$ cat src/rtl/dmem_line_pkg.sv
// dmem_line_pkg: shared FSM state type and default line geometry for dmem_line_ctrl.
package dmem_line_pkg;

    typedef enum logic [1:0] {IDLE, WRITE, READ, DONE} line_state_t;

    localparam int LINE_WORDS_DEFAULT = 4;

endpackage

$ cat src/rtl/dmem_line_ctrl.sv
// dmem_line_ctrl: sequences whole-line writebacks and refills as per-word accesses to data_mem.
// Optional macro DMEM_LINE_CRITICAL_WORD_FIRST_EN adds req_word and starts refills at that word.
module dmem_line_ctrl
    import dmem_line_pkg::*;
#(
    parameter int n          = 32,
    parameter int dmem_size  = 6,
    parameter int LINE_WORDS = LINE_WORDS_DEFAULT
) (
    input  logic                                    clk,
    input  logic                                    reset,
    input  logic                                    req_valid,
    output logic                                    req_ready,
    input  logic                                    req_write,
    input  logic [dmem_size-$clog2(LINE_WORDS)-1:0] req_line,
`ifdef DMEM_LINE_CRITICAL_WORD_FIRST_EN
    input  logic [$clog2(LINE_WORDS)-1:0]           req_word,
`endif
    input  logic [LINE_WORDS*n-1:0]                 wb_line,
    output logic [LINE_WORDS*n-1:0]                 fill_line,
    output logic                                    done,
    output logic [dmem_size-1:0]                    address,
    output logic [n-1:0]                            dmem_wdata,
    output logic                                    load_control,
    output logic                                    store_control,
    input  logic [n-1:0]                            dmem_rdata
);

    localparam int CW     = $clog2(LINE_WORDS);
    localparam int LINE_W = dmem_size - CW;
    localparam logic [CW:0] LAST_C = (CW+1)'(LINE_WORDS - 1);
    localparam logic [CW:0] DRAIN_C = (CW+1)'(LINE_WORDS);

    line_state_t                     state_q;
    logic [CW:0]                     cnt_q;
    logic [LINE_W-1:0]               line_q;
    logic [LINE_WORDS-1:0][n-1:0]    wb_q;
    logic [LINE_WORDS-1:0][n-1:0]    fill_q;
    logic [CW-1:0]                   start;
    logic [CW-1:0]                   widx;
    logic [CW-1:0]                   ridx;
    logic                            issue;

`ifdef DMEM_LINE_CRITICAL_WORD_FIRST_EN
    logic [CW-1:0] start_q;

    // first word of the refill, zero for writebacks so they always run in order
    always_ff @(posedge clk or posedge reset)
        if (reset) start_q <= '0;
        else if (state_q == IDLE && req_valid) start_q <= req_write ? '0 : req_word;

    assign start = start_q;
`else
    assign start = '0;
`endif

    // word addressed this cycle wraps within the line; the word returning now was issued one cycle earlier
    assign widx = cnt_q[CW-1:0] + start;
    assign ridx = widx - 1'b1;
    // cnt reaching LINE_WORDS marks the drain cycle, where no load is issued
    assign issue = state_q == READ && !cnt_q[CW];

    assign req_ready     = state_q == IDLE && !reset;
    assign done          = state_q == DONE;
    assign load_control  = issue;
    assign store_control = state_q == WRITE;
    assign address       = (issue || store_control) ? {line_q, widx} : '0;
    assign dmem_wdata    = store_control ? wb_q[widx] : '0;
    assign fill_line     = fill_q;

    // line-transfer FSM: accept, issue one word per cycle, drain the last read, pulse done
    always_ff @(posedge clk or posedge reset) begin
        if (reset) begin
            state_q <= IDLE;
            cnt_q   <= '0;
            line_q  <= '0;
            wb_q    <= '0;
            fill_q  <= '0;
        end else begin
            case (state_q)
                IDLE: if (req_valid) begin
                    state_q <= req_write ? WRITE : READ;
                    cnt_q   <= '0;
                    line_q  <= req_line;
                    wb_q    <= wb_line;
                end
                WRITE: begin
                    cnt_q <= cnt_q + 1'b1;
                    if (cnt_q == LAST_C) state_q <= DONE;
                end
                READ: begin
                    cnt_q <= cnt_q + 1'b1;
                    if (cnt_q != '0) fill_q[ridx] <= dmem_rdata;
                    if (cnt_q == DRAIN_C) state_q <= DONE;
                end
                DONE: state_q <= IDLE;
            endcase
        end
    end

endmodule
$ cat config.mk
export PLATFORM = sky130hd
export DESIGN_NAME = dmem_line_ctrl
export DESIGN_NICKNAME = d
export VERILOG_FILES = /design/src/rtl/dmem_line_pkg.sv /design/src/rtl/dmem_line_ctrl.sv
export SDC_FILE = /design/constraint.sdc
export NUM_CORES = 1
export LEC_CHECK = 0
export CORE_ASPECT_RATIO = 1.4
export CORE_UTILIZATION = 55
export CTS_CLUSTER_SIZE = 8
export DETAILED_ROUTE_END_ITERATION = 12
export DONT_BUFFER_PORTS = 1
export HOLD_SLACK_MARGIN = 0.08
export PLACE_DENSITY = 0.72
export RECOVER_POWER = 50
export SYNTH_ARGS = -nofsm -noshare
export SYNTH_HDL_FRONTEND = slang
export SYNTH_SLANG_ARGS = --single-unit
$ cat constraint.sdc
create_clock -name clk -period 9.69 [get_ports clk]
set_input_delay 2.907 -clock clk [delete_from_list [all_inputs] [get_ports clk]]
set_output_delay 2.907 -clock clk [all_outputs]
set_load 0.1 [all_outputs]
==> results.cfg, run 1 <==
[run_status]
outcome = finished with violations
failed_checks = capacitance limit, slew limit

[setup_path]
worst-endpoint-required_ps = 6780
startpoint = state_q[0]$_DFFE_PP0P_
rr_endpoint = fill_line[24]$_DFFE_PP0P_
reg2reg_from = cnt_q[1]$_DFFE_PP0P_
worst_setup_path_end_kind = output pin
slowest_delay_ps = 990
r2r_setup_slack_ps = 5160
crit_chain = inv_1, ha_1, nor2b_2, nor2_1, nor2b_2
startpoint_type = flip-flop
worst-path-buf-inv = 1
worst-path-max-fanout = 6
arrival_ps = 3890
cp_common_cell = nor2b_2
crit_type = reg -> out
cp_slowest_cell = nor2b_2
cpLargestDelayFamily = simple AND/OR/NAND/NOR gates
reg2reg_depth = 5

[place]
pre_cts_ws_ps = 3086
port-buffer-count = 0
place_congestion = 0.7640
hpwl_mm = 16.59
placedCellCount = 899

[routing]
drc = 0
dr_total_vias = 5776
routed_wirelength_mm = 24.18
dr.pass1.iters = 4
vias_per_cell = 6.074
ant_nets = 0
drtIter0Drc = 158
routedWlPerCell_um = 25.42

[floorplanning]
dieArea_um2 = 21170
die_y_um = 171.8
pin_count = 338
die_x_um = 123.3
core_um2 = 20000
start_util = 0.5662
rows = 61

[sta]
fin_skew_ps = 18.55
rsz0062_at_grt = false
setup_viol = 0
timing.final.ws_setup_ps = 2894
drv_slew = 315
fin_setup_tns_ps = 0
hold_viol_final = 0
period_needed_ps = 6796
fin_crit_sh = 0.7013
clock.fmax_mhz = 147.2
tightest_slew_ps = 2894
slew_headroom = -0.9295
whs_ps = 495.6

[grt]
grt_use_total = 0.2255
grt_pass1_wl_mm = 35.57
gr-total-overflow = 0
antenna_found_initial = 5
grt_max_degree = 94
grt_pass1_vias = 6405

[synth]
synthArstFlopShare = 1.000
synth.top_cells.by_count = 265 x dfrtp_1, 225 x mux2_2, 37 x mux2_4, 32 x and2_1, 32 x mux4_2
synth_top_area_cell = dfrtp_1
seq_area_frac_synth = 0.5857
synthCells = 678
yosysTopAreaCellShare = 0.5857
synthFlopType = dfrtp_1
synth_edf_count = 0
synthTopCellsByArea = dfrtp_1 59%, mux2_2 22%, mux4_2 6.4%
ys_warn_count = 0
synth_area_per_cell_um2 = 16.70
ys_types = 22
synth_seq_cells = 265
syn-num-nets = 856
synth.most_common_cell = dfrtp_1
syn_area_um2 = 11320

[cts]
clock_tree.buffer_depth = 3
cts_tree = yes
cts.sink_count = 265
cts_hold_buf = 0
numCtsBuffers = 39
cts_root_buffer = clkbuf_16
htree_levels = 2
cts_setup_buffers = 0
clkLatencyLatePin_ps = 500
path_clk_slew_ps = 50
ctsResizeCount = 0

[finish]
areaGrowthSynthToFinish_pct = 8.587
nNetsFinal = 866
drive_above_1_share = 0.4603
layout.cells.non_filler = 951

[hold_path]
hp-class = reg -> reg
worstHoldEndpoint = wb_q[79]$_DFFE_PP0P_
min_from = wb_q[79]$_DFFE_PP0P_
hold_depth = 1

[job]
cap_viol_max_count = 8
[cell families (layout without fill, tap and decap cells)]
group | count (synthesis) | in the layout | synth area share
compound gates | 8 | 8 | 0.008730
fa+ha+maj | 10 | 10 | 0.01105
buf+inv | 49 | 64 | 0.03039
flops | 265 | 265 | 0.5857
mux | 295 | 295 | 0.3374
other cells | 0 | 6 | 0
simple gates | 51 | 51 | 0.02674
[worst max path at each step]
stage                     cells past startpoint                   endpoint
after floorplan                               1                  req_ready
after global placement                        1                  req_ready
after detailed placement                      1                  req_ready
after CTS                                     5                 address[2]
after global routing                          2  fill_line[45]$_DFFE_PP0P_
final                                         5                 address[2]
[per-layer routing]
layer,vias up,part of all wire,track usage
met5,-,0,0
met2,282,0.53,0.3986
li1,2434,-,-
met4,0,0.043,0.1116
met1,2995,0.34,0.2379
met3,65,0.088,0.07294
[registers in the layout, indices dropped and copies added, names as in the netlist]
register   count
fill_line    128
state_q        2
cnt_q          3
line_q         4
wb_q         128
[cells in the final DEF, fill, tap and decap left out, drive strengths merged, types with 4 or more instances in the layout]
master | Yosys | final
and2 | 32 | 32
buf | 34 | 4
clkbuf | 5 | 46
dfrtp | 265 | 265
diode | 0 | 6
ha | 10 | 10
inv | 10 | 12
mux2 | 262 | 262
mux4 | 32 | 32
nand2 | 7 | 7
nor2 | 4 | 4
nor2b | 5 | 5
[worst register-to-register path, delay by kind of cell, from the launching register on]
| kind | cells | cell delay, ps |
|---|---|---|
| buffers and inverters | 2 | 1920 |
| AO/OA/AOI/OAI | 1 | 80 |
| adder cells (fa/ha/maj) | 1 | 360 |
| flip-flops | 1 | 1550 |
| multiplexers | 1 | 480 |
[final cells by class]
cell class	instances	area [um^2]
fill	1475	7702
sequential	265	6633
multi-input combinational	364	4225
clock buffer	42	987.2
tap	252	315.3
timing repair buffer	8	45.04
inverter	10	38.79
clock inverter	4	35.03
antenna	6	15.01
[metrics by stage]
stage / cell area, um^2 / utilization
6_report: 12290 / 0.6148
5_1_grt: 12290 / 0.6147
4_1_cts: 12450 / 0.6226
3_5_place_dp: 11430 / 0.5715
3_3_place_gp: 11430 / 0.5715
2_1_floorplan: 11330 / -
Power of run 1 is left out: the tool's default activity adds up to more than one toggle a clock period on the data nets, which glitch-free logic cannot reach.
==> inputs of run 2 (changes only) <==
--- a/config.mk
+++ b/config.mk
@@ -11,7 +11,7 @@
 export DETAILED_ROUTE_END_ITERATION = 12
 export DONT_BUFFER_PORTS = 1
 export HOLD_SLACK_MARGIN = 0.08
-export PLACE_DENSITY = 0.72
+export PLACE_DENSITY = 0.69
 export RECOVER_POWER = 50
 export SYNTH_ARGS = -nofsm -noshare
 export SYNTH_HDL_FRONTEND = slang
==> constraint.sdc (replaced) <==
create_clock -name clk -period 6.5 [get_ports clk]
set_input_delay 1.95 -clock clk [delete_from_list [all_inputs] [get_ports clk]]
set_output_delay 1.95 -clock clk [all_outputs]
set_load 0.1 [all_outputs]
==> run 2 against run 1 <==
The flow still finishes with violations (capacitance limit, slew limit). Utilization rose by 0.72 points. Critical path depth fell by 2. Worst hold slack improved by 1.4 ps. Sequential share of layout area fell by 0.63 points. Routed wire length fell by 1.5%. Global-route usage fell by 0.37 points. Via count fell by 1.1%. Register-to-register slack got worse by 3100 ps. Clock-buffer cell count fell by 1. Cell area rose by 1.2%. Highest routed layer unchanged.
==> results.cfg, run 2 (synthesis results as in run 1) <==
[cts]
cts.sink_count = 265
path_clk_slew_ps = 50
cts_root_buffer = clkbuf_16
cts_tree = yes
ctsResizeCount = 0
cts_setup_buffers = 0
cts_hold_buf = 0
clkLatencyLatePin_ps = 500
numCtsBuffers = 39
htree_levels = 2
clock_tree.buffer_depth = 3

[finish]
final_common_cell = dfrtp_1
n_fill_cell = 1445
drive_above_1_share = 0.5173
nNetsFinal = 868
layout_common_cells = 265 x dfrtp_1, 225 x mux2_2, 39 x clkbuf_16
areaGrowthSynthToFinish_pct = 9.858

[sta]
clock.fmax_mhz = 187.0
period_needed_ps = 5348
drv_slew = 255
tightest_slew_ps = 3140
rsz0062_at_grt = false
fin_skew_ps = 8.207
fin_setup_tns_ps = 0
slew_headroom = -1.098
setup_viol = 0
fin_crit_sh = 0.8228
hold_viol_final = 0

[run_status]
failed_checks = capacitance limit, slew limit
outcome = finished with violations

[place]
hpwl_mm = 16.56
place_congestion = 0.7901
port-buffer-count = 0

[setup_path]
cp_slowest_cell = dfrtp_1
worst-path-buf-inv = 1
startpoint_type = flip-flop
reg2reg_from = state_q[0]$_DFFE_PP0P_
r2r_setup_slack_ps = 2090
arrival_ps = 3400
worst_setup_path_end_kind = output pin
cpLargestDelayFamily = flip-flops
rr_endpoint = wb_q[72]$_DFFE_PP0P_
slowest_delay_ps = 1330
crit_type = reg -> out
crit_chain = buf_4, mux4_2, and2_1
reg2reg_depth = 5
worst-endpoint-required_ps = 4550
worst-path-max-fanout = 22

[hold_path]
hold_depth = 1
worstHoldEndpoint = wb_q[66]$_DFFE_PP0P_
min_from = wb_q[66]$_DFFE_PP0P_
hp-class = reg -> reg

[grt]
antenna_found_initial = 4
grt_pass1_vias = 6483
grt_pass1_wl_mm = 35.25
gr-total-overflow = 0
grt_use_total = 0.2218
grt_max_degree = 175

[floorplanning]
dieArea_um2 = 21170
core_um2 = 20000
start_util = 0.5662
rows = 61
die_y_um = 171.8
pin_count = 338
die_x_um = 123.3

[routing]
drc = 0
dr.pass1.iters = 5
ant_nets = 0
dr_total_vias = 5712
routed_wirelength_mm = 23.81
vias_per_cell = 5.994
routedWlPerCell_um = 24.98
drtIter0Drc = 187

[job]
cap_viol_max_count = 2
run 2: changes by cell type in the layout (fill, tap and decap cells not counted), sizes merged:
cell,previous run,this run
buf,4,9
clkbuf,46,42
diode,6,7
run 2: worst max path at each step:
stage,from,depth (start not counted),end,slack (ps)
floorplan,state_q[0]$_DFFE_PP0P_,5,address[2],510
detailed placement,reset,1,req_ready,1810
global placement,reset,1,req_ready,1800
global route,cnt_q[0]$_DFFE_PP0P_,3,dmem_wdata[25],860
CTS,state_q[0]$_DFFE_PP0P_,6,address[3],1330
finish,cnt_q[0]$_DFFE_PP0P_,3,dmem_wdata[25],1150
run 2: routing by layer:
metal  part of all wire  global-route usage  vias to the layer above  routed length [um]
li1                   -                   -                     2457                   -
met1               0.34              0.2306                     2946                8182
met2               0.52              0.3894                      265               12440
met3               0.10             0.08256                       44                2435
met4              0.031              0.1063                        0                 748
met5                  0                   0                        -                   0
run 2: cell type report:
class	count	area [um^2]	area share
flip-flops and latches	265	6631	0.5331
clock inverters	4	35.03	0.002817
repair buffers	10	75.07	0.006036
diodes	7	17.52	0.001408
well taps	252	315.3	0.02535
multi-input cells	364	4342	0.3491
inverters	10	38.79	0.003118
clock buffers	41	983.4	0.07907
run 2: per-stage QoR:
stage                     hold slack (ps)  area, um^2  std cells  worst slack [ps]  utilization
final                               497.0       12440        953              1152       0.6220
after global routing                505.1       12430        950             861.9       0.6216
after CTS                           497.3       12470        946              1331       0.6237
after detailed placement            487.1       11450        901              1810       0.5728
after global placement              480.7       11450        901              1805       0.5728
after floorplan                     471.1       11330        678             511.9            -
Power of run 2 is left out for the same reason.
==> inputs of run 3 (changes only) <==
==> constraint.sdc (replaced) <==
create_clock -name clk -period 5.55 [get_ports clk]
set_input_delay 1.665 -clock clk [delete_from_list [all_inputs] [get_ports clk]]
set_output_delay 1.665 -clock clk [all_outputs]
set_load 0.1 [all_outputs]
==> run 3 against run 2 <==
The flow still finishes with violations (capacitance limit, slew limit). Worst setup slack worse by 160 ps. Critical path depth is 1 higher. Sequential share of layout area is 0.42 points lower. Clock-buffer cell count stayed put. Via count is 1.8% higher. Die area stayed put. Global-route usage is 0.17 points higher. Cell count is 0.94% higher. First-iteration DRC count is 8.6% lower. Cell area is 0.79% higher. Highest routed layer unchanged.
==> results.cfg, run 3 (synthesis results as in run 1) <==
[sta]
clock.fmax_mhz = 219.4
setup_viol = 0
drv_slew = 179
fin_skew_ps = 12.44
fin_setup_tns_ps = 0
timing.final.ws_setup_ps = 992.5
rsz0062_at_grt = false
slew_headroom = -0.8046
hold_viol_final = 0
tightest_slew_ps = 2700
fin_crit_sh = 0.8212
period_needed_ps = 4558

[cts]
cts.sink_count = 265
clkLatencyLatePin_ps = 510
cts_setup_buffers = 0
cts_tree = yes
cts_hold_buf = 0
numCtsBuffers = 39
clock_tree.buffer_depth = 3
htree_levels = 2
ctsResizeCount = 0
path_clk_slew_ps = 50
cts_root_buffer = clkbuf_16

[routing]
vias_per_cell = 6.044
dr_total_vias = 5814
routed_wirelength_mm = 23.99
dr.pass1.iters = 4
ant_nets = 0
drc = 0
routedWlPerCell_um = 24.93
drtIter0Drc = 171

[floorplanning]
die_x_um = 123.3
core_um2 = 20000
rows = 61
die_y_um = 171.8
pin_count = 338
start_util = 0.5662
dieArea_um2 = 21170

[setup_path]
worst-path-max-fanout = 32
slowest_delay_ps = 840
crit_chain = inv_1, ha_2, buf_4, and2_1
r2r_setup_slack_ps = 1660
worst_setup_path_end_kind = output pin
cp_slowest_cell = and2_1
crit_type = reg -> out
worst-endpoint-required_ps = 3880
arrival_ps = 2890
reg2reg_depth = 5
startpoint_type = flip-flop

[grt]
gr-total-overflow = 0
antenna_found_initial = 5
grt_pass1_wl_mm = 35.29
grt_max_degree = 150
grt_pass1_vias = 6372
grt_use_total = 0.2235

[run_status]
outcome = finished with violations
failed_checks = capacitance limit, slew limit

[place]
place_congestion = 0.7566
hpwl_mm = 16.84
port-buffer-count = 0
pre_cts_ws_ps = 1492

[finish]
nNetsFinal = 877
areaGrowthSynthToFinish_pct = 10.73
final_common_cell = dfrtp_1
drive_above_1_share = 0.5220
layout_common_cells = 265 x dfrtp_1, 225 x mux2_2, 39 x clkbuf_16

[hold_path]
hold_depth = 1
hp-class = reg -> reg

[job]
cap_viol_max_count = 3
[run 3: cell count changes in the layout (fill, tap and decap cells not counted)]
cell      change
buf_4         +5
buf_12        +3
clkbuf_4      -1
clkbuf_1      +1
clkbuf_2      +1
[run 3: cell type report]
type	instances	area (um^2)
Sequential cell	265	6631
Fill cell	1465	7460
Antenna cell	7	17.52
Multi-Input combinational cell	364	4342
Inverter	10	38.79
Clock inverter	4	35.03
Timing Repair Buffer	19	173.9
Clock buffer	41	983.4
Tap cell	252	315.3
[run 3: final timing paths]
check | startpoint | to
setup reg to reg | state_q[0]$_DFFE_PP0P_ | wb_q[23]$_DFFE_PP0P_
max in group asynchronous | reset | fill_line[120]$_DFFE_PP0P_
setup / recovery | state_q[1]$_DFFE_PP0P_ | dmem_wdata[8]
min in group asynchronous | reset | fill_line[35]$_DFFE_PP0P_
hold reg to reg | line_q[1]$_DFFE_PP0P_ | line_q[1]$_DFFE_PP0P_
hold / removal | line_q[1]$_DFFE_PP0P_ | line_q[1]$_DFFE_PP0P_
[run 3: per-stage QoR]
| stage | instance area [um^2] | std cells | hold WS (ps) | util |
|---|---|---|---|---|
| final | 12540 | 962 | 496.7 | 0.6270 |
| after floorplan | 11330 | 678 | 471.1 | - |
| after global placement | 11550 | 910 | 482.7 | 0.5774 |
| after global routing | 12530 | 960 | 509.4 | 0.6267 |
| after CTS | 12560 | 955 | 498.2 | 0.6283 |
| after detailed placement | 11550 | 910 | 486.5 | 0.5774 |
[run 3: worst max-delay path, delay by kind of cell, from the launching register on]
kind          cells  cell delay (ps)
simple gates      1              840
buf+inv           2              510
flops             1              410
fa+ha+maj         1              630
[run 3: routing by layer]
layer | up-vias | global-route usage | part of all wire
met1 | 3028 | 0.2339 | 0.33
met5 | - | 0 | 0
met4 | 0 | 0.1021 | 0.035
li1 | 2447 | - | -
met2 | 290 | 0.3959 | 0.53
met3 | 49 | 0.07958 | 0.10
Power of run 3 is left out for the same reason.
